### src/rtl/pipe_ctrl_pkg.sv
// Shared types and constants for the pipeline hazard/stall controller.
package pipe_ctrl_pkg;

    typedef enum logic [1:0] {
        ST_RUN      = 2'd0,
        ST_MEM_WAIT = 2'd1,
        ST_ERROR    = 2'd2
    } state_e;

    localparam int SRAM_TIMEOUT_DEFAULT = 15;
    localparam int STALL_W              = 16;

    function automatic logic [STALL_W-1:0] sat_inc(input logic [STALL_W-1:0] v);
        return (v == '1) ? v : v + 1'b1;
    endfunction

endpackage

### src/rtl/pipe_ctrl_hazard_detect.sv
// Load-use hazard comparator: load in EX whose destination feeds the ID instruction.
module hazard_detect (
    input  logic       ex_mem_read,
    input  logic [4:0] ex_write_reg,
    input  logic [4:0] id_rs,
    input  logic [4:0] id_rt,
    output logic       load_use
);

    // r0 is hard-wired zero, so a load targeting it never creates a dependency.
    assign load_use = ex_mem_read && (ex_write_reg != 5'd0) &&
                      ((ex_write_reg == id_rs) || (ex_write_reg == id_rt));

endmodule

### src/rtl/pipe_ctrl.sv
// Pipeline stall/flush controller: SRAM wait handling, branch redirect and load-use stall.
module pipe_ctrl
    import pipe_ctrl_pkg::*;
#(
    parameter int SRAM_TIMEOUT = SRAM_TIMEOUT_DEFAULT
) (
    input  logic        clk,
    input  logic        reset,
    input  logic [4:0]  id_rs,
    input  logic [4:0]  id_rt,
    input  logic        ex_memRead,
    input  logic [4:0]  ex_writeReg,
    input  logic        mem_memAccess,
    input  logic        mem_branchTrue,
    input  logic        mem_jump,
    input  logic        sram_ready,
    output logic        sram_req,
    output logic        pc_en,
    output logic        ifid_en,
    output logic        idex_en,
    output logic        exmem_en,
    output logic        memwb_en,
    output logic        ifid_flush,
    output logic        idex_flush,
    output logic        exmem_flush,
    output logic        memwb_bubble,
    output logic        sram_timeout,
    output logic [15:0] stall_cnt
);

    localparam int WAIT_W = (SRAM_TIMEOUT < 1) ? 1 : $clog2(SRAM_TIMEOUT + 1);
    localparam logic [WAIT_W-1:0] TIMEOUT_VAL = WAIT_W'(SRAM_TIMEOUT);

    state_e             state_q, state_d;
    logic [WAIT_W-1:0]  wait_cnt_q, wait_cnt_d;
    logic               timeout_q, timeout_d;
    logic [STALL_W-1:0] stall_cnt_q, stall_cnt_d;

    logic load_use;
    logic timeout_hit;
    logic mem_busy;

    hazard_detect u_hazard (
        .ex_mem_read  (ex_memRead),
        .ex_write_reg (ex_writeReg),
        .id_rs        (id_rs),
        .id_rt        (id_rt),
        .load_use     (load_use)
    );

    // At the timeout limit a same-cycle sram_ready is deliberately ignored.
    assign timeout_hit = (state_q == ST_MEM_WAIT) && (wait_cnt_q == TIMEOUT_VAL);
    assign mem_busy    = ((state_q == ST_RUN) && mem_memAccess && !sram_ready) ||
                         ((state_q == ST_MEM_WAIT) && (!sram_ready || timeout_hit));

    always_ff @(posedge clk) begin
        if (reset) begin
            state_q     <= ST_RUN;
            wait_cnt_q  <= '0;
            timeout_q   <= 1'b0;
            stall_cnt_q <= '0;
        end else begin
            state_q     <= state_d;
            wait_cnt_q  <= wait_cnt_d;
            timeout_q   <= timeout_d;
            stall_cnt_q <= stall_cnt_d;
        end
    end

    always_comb begin
        state_d    = state_q;
        wait_cnt_d = wait_cnt_q;
        timeout_d  = timeout_q;
        case (state_q)
            ST_RUN: begin
                wait_cnt_d = '0;
                if (mem_busy) state_d = ST_MEM_WAIT;
            end
            ST_MEM_WAIT: begin
                if (timeout_hit) begin
                    state_d   = ST_ERROR;
                    timeout_d = 1'b1;
                end else if (sram_ready) begin
                    state_d    = ST_RUN;
                    wait_cnt_d = '0;
                end else begin
                    wait_cnt_d = wait_cnt_q + 1'b1;
                end
            end
            default: state_d = ST_ERROR;
        endcase
    end

    always_comb begin
        sram_req     = 1'b0;
        pc_en        = 1'b1;
        ifid_en      = 1'b1;
        idex_en      = 1'b1;
        exmem_en     = 1'b1;
        memwb_en     = 1'b1;
        ifid_flush   = 1'b0;
        idex_flush   = 1'b0;
        exmem_flush  = 1'b0;
        memwb_bubble = 1'b0;
        if (reset) begin
            ifid_flush   = 1'b1;
            idex_flush   = 1'b1;
            exmem_flush  = 1'b1;
            memwb_bubble = 1'b1;
        end else if (state_q == ST_ERROR) begin
            pc_en    = 1'b0;
            ifid_en  = 1'b0;
            idex_en  = 1'b0;
            exmem_en = 1'b0;
            memwb_en = 1'b0;
        end else begin
            sram_req = (state_q == ST_MEM_WAIT) || mem_memAccess;
            if (mem_busy) begin
                pc_en        = 1'b0;
                ifid_en      = 1'b0;
                idex_en      = 1'b0;
                exmem_en     = 1'b0;
                memwb_en     = 1'b0;
                memwb_bubble = 1'b1;
            end else if (mem_branchTrue || mem_jump) begin
                ifid_flush  = 1'b1;
                idex_flush  = 1'b1;
                exmem_flush = 1'b1;
            end else if (load_use) begin
                pc_en      = 1'b0;
                ifid_en    = 1'b0;
                idex_flush = 1'b1;
            end
        end
    end

    always_comb begin
        stall_cnt_d = stall_cnt_q;
        if ((state_q != ST_ERROR) && !pc_en) stall_cnt_d = sat_inc(stall_cnt_q);
    end

    assign sram_timeout = timeout_q;
    assign stall_cnt    = stall_cnt_q;

endmodule

### config.mk
export PLATFORM = sky130hd
export DESIGN_NAME = pipe_ctrl
export DESIGN_NICKNAME = d
export VERILOG_FILES = /design/src/rtl/pipe_ctrl_pkg.sv /design/src/rtl/pipe_ctrl_hazard_detect.sv /design/src/rtl/pipe_ctrl.sv
export SDC_FILE = /design/constraint.sdc
export NUM_CORES = 1
export LEC_CHECK = 0
export CAP_MARGIN = 20
export CORE_MARGIN = 2
export CORE_UTILIZATION = 45
export CTS_BUF_LIST = sky130_fd_sc_hd__clkbuf_16
export DETAILED_ROUTE_END_ITERATION = 12
export HOLD_SLACK_MARGIN = 0.15
export PLACE_DENSITY = 0.79
export SLEW_MARGIN = 20
export SYNTH_ARGS = -nofsm -noshare
export SYNTH_HDL_FRONTEND = slang
export SYNTH_SLANG_ARGS = --single-unit
### constraint.sdc
create_clock -name clk -period 2.1 [get_ports clk]
set_input_delay 0.42 -clock clk [delete_from_list [all_inputs] [get_ports clk]]
set_output_delay 0.42 -clock clk [all_outputs]
set_load 0.005 [all_outputs]
==> results of run 1 <==
==> area by class of cell <==
type	count	area (µm²)	share of cell area (%)
multi-input combinational	130	1110	42.7
timing repair buffer	93	853	32.8
sequential	23	467	17.9
clock buffer	3	75.1	2.88
tap	44	55.1	2.11
inverter	10	37.5	1.44
clock inverter	1	5.00	0.192
==> cells in the final DEF, fill, tap and decap left out, drive strengths merged, types with 2 or more instances in the layout <==
| master | count |
|---|---|
| o211ai | 5 |
| o21ai | 10 |
| ha | 2 |
| or3 | 6 |
| a21oi | 16 |
| nor2 | 13 |
| nand2 | 11 |
| clkdlybuf4s15 | 4 |
| dlygate4sd2 | 13 |
| nand4 | 5 |
| buf | 53 |
| or4 | 6 |
| clkbuf | 7 |
| nor3 | 4 |
| a22oi | 2 |
| clkdlybuf4s50 | 18 |
| inv | 10 |
| nand3 | 11 |
| xnor2 | 10 |
| o31ai | 6 |
| and3 | 4 |
| dfxtp | 23 |
| xor2 | 3 |
==> registers in the layout, indices dropped and copies added, names as in the netlist <==
name,count
stall_cnt,16
sram_timeout,1
wait_cnt_q,4
state_q,2
==> cell families after synthesis <==
| logic type | Yosys count | synth area share (%) |
|---|---|---|
| DFF | 23 | 32.2 |
| buffers and inverters | 20 | 7.70 |
| adders and majority gates | 2 | 1.75 |
| and+or+nand+nor | 63 | 23.9 |
| xor gates and xnor gates | 13 | 7.97 |
| AOI/OAI and AO/OA | 49 | 25.0 |
| muxes | 2 | 1.49 |
==> worst max-delay path: cells and delay by family (launching register included) <==
kind	cells	cell delay, ns
buffers and inverters	3	0.43
AND/OR/NAND/NOR	2	0.46
flip-flops	1	0.36
AO/OA/AOI/OAI	4	0.71
adder cells (fa/ha/maj)	1	0.14
==> stage by stage <==
step | setup slack (ns) | setup TNS [ns]
floorplan | 0.165 | 0
global placement | -0.601 | -9.76
detailed placement | -0.655 | -10.93
CTS | -0.00152 | -0.00152
global route | -0.176 | -1.93
finish | -0.0799 | -0.520
==> per-layer routing <==
layer / global-route usage [%] / part of all wire [%]
met5: 0 / 0
met2: 50.2 / 53
met4: 11.7 / 4.0
met3: 4.90 / 7.2
met1: 33.3 / 36
==> power by group through the flow <==
stage               Clock [mW]  Sequential [mW]  Combinational (mW)
CTS                      0.408            0.445               0.228
detailed placement           0            0.454               0.197
finish                   0.417            0.446               0.275
global placement             0            0.454               0.192
global route             0.440            0.446               0.288
floorplan                    0            0.452              0.0798
==> path summary, 6_finish.rpt <==
| path | from | endpoint | cells past startpoint |
|---|---|---|---|
| worst max-delay path | wait_cnt_q[1]$_SDFFE_PP0P_ | stall_cnt[5]$_SDFFE_PP0P_ | 10 |
| worst min-delay path | sram_timeout$_SDFFE_PP0P_ | sram_timeout$_SDFFE_PP0P_ | 2 |
| worst max register to register | wait_cnt_q[1]$_SDFFE_PP0P_ | stall_cnt[5]$_SDFFE_PP0P_ | 10 |
| worst min register to register | sram_timeout$_SDFFE_PP0P_ | sram_timeout$_SDFFE_PP0P_ | 2 |
==> timing repair <==
item | 4_1_cts | 5_1_grt
endpoints found under the setup margin | 26 | 23
endpoints found under the hold margin | 0 | 0
gates resized for setup | 88 | 42
gates cloned | 1 | 1
setup buffers | 14 | 6
pin swaps | 27 | 29
==> results.tsv, run 1 <==
metric	value	unit
Cell Area, Synth	0.00143	mm²
outcome	finished, violations left	
DRC	0	
crit path DAT	2.36	ns
post-route ant nets	0	
fmax	0.459	GHz
Synth Net Count	196	
most instantiated cells after synthesis	dfxtp_1 (23), a21oi_1 (13), nor2_1 (13), nand2_1 (11), nand3_1 (11)	
Final WS setup	-0.0799	ns
Sw Share	25.3	%
ranking of synthesized cells by area	dfxtp_1 (32%), xnor2_1 (6.1%), a21oi_1 (4.6%)	
fin cells	304	
number of fill cells in the layout	150	
Clock power frac	36.7	%
warnings from Yosys	0	
P_sw	0.288	mW
Finished Cell Area	0.00261	mm²
drt initial violations	176	
Max Cap Viol	0	
crit start category	flop	
Vert. Die Dim	60.4	µm
Crit-path slowest cell	dfxtp_2	
final wirelength	5840	µm
Reg clk slew, reported paths	0.06	ns
CP required	2.28	ns
Avg Cell Area, Syn	8.31	µm²
WHS	0.513	ns
leakage	1.00	nW
full die area	0.00364	mm²
layout cells sized above 1	41.9	%
DPL Wire Length	2800	µm
Mapped Cells	172	
synth unique cells	47	
CTS Buf Count	3	
Logic pwr share	24.1	%
clk buf depth	2	
Rows	20	
IO Count	49	
Yosys top cell area share	32.2	%
sequential fraction of the synthesis area	32.2	%
failing checks	negative setup slack	
Clk Latency, worst-skew pair	0.25	ns
CP Capture Type	flop	
# setup viols final	13	
diode count	0	
Area growth syn-to-layout	82.3	%
CTS Root Cell	clkbuf_16	
worst relative slew slack	70.6	%
most common cell in the netlist	dfxtp_1	
crit-path max FO	8	
slew of the pin with the lowest slew margin	0.440	ns
RSZ-0062 raised after global routing	true	
reg-to-reg setup timing slack	-0.08	ns
Synth Flop Type	dfxtp_1	
critical path class	flop to flop	
max-slew violations	0	
drt wl/cell	19.2	µm
period utilisation layout	104	%
VDD IR max	356	µV
first-pass GRT wire length	7650	µm
Clock Sinks	23	
Post-synth EDFFs	0	
power per cell area	437	mW/mm²
Most Frequent Cell on Critical Path	buf_6	
class of the worst hold path	flop to flop	
Post-Place Cell Area	0.00211	mm²
area leader, netlist	dfxtp_1	
Final Util	86.0	%
Worst Skew	0.00215	ns
PortBufs	48	
Cells after DPL	281	
Internal Power	0.851	mW
initial antenna violation count	0	
Fin. Hold Viols	0	
Total Power	1.14	mW
Initial Utilization	47.2	%
Die Wd	60.4	µm
largest net degree at the start of global routing	14	
TritonCTS clock tree	done	
htree depth	1	
core footprint	0.00303	mm²
Sequential Power Share	39.2	%
cts hold-fix bufs	0	
Yosys reg bits	23	
Vias/cell	6.03	
GRT Util Overall	28.2	%
max incr delay on CP	0.36	ns
nets	285	
vias in the first global route	1660	
fin crit period	2.18	ns
FFs w/ async S/R, synth	0	%
via count	1833	
GRT overflow	0	
crit path cell chain	ha_4 -> nand4_1 -> a21oi_1 -> o21a_2 -> buf_6 -> buf_6 -> o211ai_4 -> buf_12 -> or3_4 -> a21oi_2	
GPL Wtd Cong	0.820	
drt pass-1 iters	4	
Note: power is estimated with default switching activity, not from simulation.
==> run 2, diff against run 1 <==
Settings changed: HOLD_SLACK_MARGIN 0.15 to 0.08.
==> results of run 2 <==
No change in the layout: final DEF, timing and power equal those of run 1.
==> run 3, diff against run 2 <==
Settings changed: CAP_MARGIN 20 to not set, GPL_TIMING_DRIVEN set to 0.
==> run 3 against run 2 <==
  * Setup slack worse by 0.011 ns
  * The run still ends with negative setup slack left
  * Wire length down 16%
  * Die area unchanged
  * Flip-flop and latch count unchanged
  * Global-route usage down 5.2 points
  * Critical path depth shrank 2
  * Core utilization decreased by 5.8 points
  * Combinational power is 13% lower
  * First-iteration DRC count is 23% lower
  * Critical endpoint is now idex_flush
  * Largest power group unchanged
  * Non-clock buffer count fell by 11
  * Highest routed layer unchanged
  * Cell count decreased by 3.6%
==> results.tsv, run 3 (synthesis results as in run 1) <==
metric	value	unit	change
Initial Utilization	47.2	%	unchanged
GRT Util Overall	22.9	%	was 28.2%
cts hold-fix bufs	0		unchanged
Reg clk slew, reported paths	0.06	ns	about the same
drt wl/cell	16.8	µm	was 19.2 µm
R2R cell count	7		was 10
Clk Latency, worst-skew pair	0.25	ns	about the same
Max Used Layer	met4		unchanged
crit-path max FO	3		was 8
core footprint	0.00303	mm²	unchanged
Total Power	1.10	mW	was 1.14 mW
# setup viols final	5		was 13
diode count	0		unchanged
IO Count	49		unchanged
nets	274		was 285
initial antenna violation count	0		unchanged
clk buf depth	2		unchanged
critical path depth	8		was 10
metal2 WL	2610	µm	was 3070 µm
CP required	1.68	ns	was 2.28 ns
Crit-path slowest cell	or4_4		was dfxtp_2
DRC	0		unchanged
leakage	0.919	nW	was 1.00 nW
drt pass-1 iters	4		unchanged
Vias/cell	5.73		was 6.03
Vert. Die Dim	60.4	µm	unchanged
crit path DAT	1.77	ns	was 2.36 ns
RSZ-0062 raised after global routing	true		unchanged
outcome	finished, violations left		unchanged
Die Wd	60.4	µm	unchanged
vias in the first global route	1483		was 1660
commonest cells after routing, fill and taps aside	buf_4 (25), dfxtp_1 (19), clkdlybuf4s50_1 (18), nand2_1 (11), nor2_1 (10)		was buf_4 (31), clkdlybuf4s50_1 (18), dfxtp_1 (18), buf_6 (15), dlygate4sd2_1 (13)
Cells after DPL	264		was 281
period utilisation layout	104	%	about the same
PortBufs	48		unchanged
WP buf/inv	3		unchanged
first-pass GRT wire length	6330	µm	was 7650 µm
Sw Share	24.8	%	was 25.3%
max incr delay on CP	0.57	ns	was 0.36 ns
largest net degree at the start of global routing	14		unchanged
GRT overflow	0		unchanged
htree depth	1		unchanged
Setup TNS	-0.327	ns	was -0.520 ns
Min-Delay Path Depth	2		unchanged
CP Capture Type	output pin		was flop
DPL Wire Length	2780	µm	was 2800 µm
failing checks	negative setup slack		unchanged
Sequential Power Share	40.6	%	was 39.2%
Clock power frac	37.7	%	was 36.7%
P_sw	0.272	mW	was 0.288 mW
reg-to-reg setup timing slack	-0.04	ns	was -0.08 ns
WL met3	308	µm	was 419 µm
worst relative slew slack	60.0	%	was 70.6%
Area growth syn-to-layout	70.1	%	was 82.3%
crit path cell chain	buf_8 -> or4_4 -> o21ai_4 -> nor2_4 -> buf_6 -> nor2b_1 -> nor2_1 -> buf_2		was ha_4 -> nand4_1 -> a21oi_1 -> o21a_2 -> buf_6 -> buf_6 -> o211ai_4 -> buf_12 -> or3_4 -> a21oi_2
Clock Sinks	23		unchanged
via count	1679		was 1833
drt initial violations	135		was 176
power per cell area	451	mW/mm²	was 437 mW/mm²
Logic pwr share	21.7	%	was 24.1%
crit start category	primary input		was flop
CTS Buf Count	3		unchanged
fin crit period	2.19	ns	was 2.18 ns
post-route ant nets	0		unchanged
GPL Wtd Cong	0.779		was 0.820
largest delay contributor family on the critical path	simple AND/OR/NAND/NOR gates		was compound AO/OA/AOI/OAI gates
Fin. Hold Viols	0		unchanged
commonest non-fill, non-tap cell in the layout	buf_4		unchanged
max-slew violations	0		unchanged
critical path class	primary input to output pin		was flop to flop
CTS Root Cell	clkbuf_16		unchanged
fin cells	293		was 304
Final WS setup	-0.0905	ns	was -0.0799 ns
max FFs per register	16		unchanged
Max Cap Viol	0		unchanged
layout cells sized above 1	38.2	%	was 41.9%
Rows	20		unchanged
Internal Power	0.824	mW	was 0.851 mW
Metal-1 WL	1850	µm	was 2120 µm
full die area	0.00364	mm²	unchanged
Worst Skew	0.00175	ns	was 0.00215 ns
VDD IR max	265	µV	was 356 µV
slew of the pin with the lowest slew margin	0.600	ns	was 0.440 ns
class of the worst hold path	flop to flop		unchanged
final wirelength	4930	µm	was 5840 µm
fmax	0.457	GHz	was 0.459 GHz
TritonCTS clock tree	done		unchanged
==> run 3: layout make-up <==
type                    count  area, µm²
clock buffers               3       75.1
plain buffers              10       76.3
clock inverters             1       5.00
well taps                  44       55.1
repair buffers             72        653
flip-flops and latches     23        465
multi-input cells         130       1060
fillers                   185        598
inverters                  10       40.0
==> run 3: per-layer routing <==
layer / global-route usage (%) / up-vias
li1: - / 787
met1: 26.7 / 799
met2: 40.2 / 78
met3: 4.26 / 15
met4: 11.4 / 0
met5: 0 / -
==> run 3: worst register-to-register path: stages, from the launching register on <==
cell	delay (ns)
dfxtp_1	0.49
nand4_1	0.29
nor2_2	0.25
nand4_1	0.29
o211ai_4	0.22
buf_8	0.18
mux2i_1	0.24
nor2_1	0.06
==> run 3: power groups by stage <==
stage          Sequential, mW  Combinational [mW]  Clock (mW)
6_report                0.445               0.238       0.413
5_1_grt                 0.445               0.251       0.436
4_1_cts                 0.443               0.186       0.414
3_5_place_dp            0.453               0.170           0
3_3_place_gp            0.453               0.166           0
2_1_floorplan           0.452              0.0798           0
==> run 3: per-stage QoR <==
step / setup WS, ns / utilization [%] / hold slack [ns] / area (µm²)
after floorplan: 0.165 / - / 0.461 / 1430
after global placement: -0.839 / 64.9 / 0.460 / 1960
after detailed placement: -0.846 / 64.9 / 0.489 / 1960
after CTS: -0.0262 / 72.2 / 0.500 / 2190
after global routing: -0.145 / 80.2 / 0.525 / 2430
final: -0.0905 / 80.2 / 0.501 / 2430
==> run 3: path summary, 6_finish.rpt <==
check	end	start
hold / removal	stall_cnt[9]$_SDFFE_PP0P_	stall_cnt[9]$_SDFFE_PP0P_
setup reg to reg	stall_cnt[1]$_SDFFE_PP0P_	stall_cnt[6]$_SDFFE_PP0P_
hold reg to reg	stall_cnt[9]$_SDFFE_PP0P_	stall_cnt[9]$_SDFFE_PP0P_
setup / recovery	idex_flush	ex_writeReg[3]
==> run 3: timing repair <==
item / 4_1_cts / 5_1_grt
cloned: 0 / 2
resized for setup: 69 / 54
pin swaps: 24 / 35
buffers inserted: 15 / 8
endpoints found under the setup margin: 25 / 21
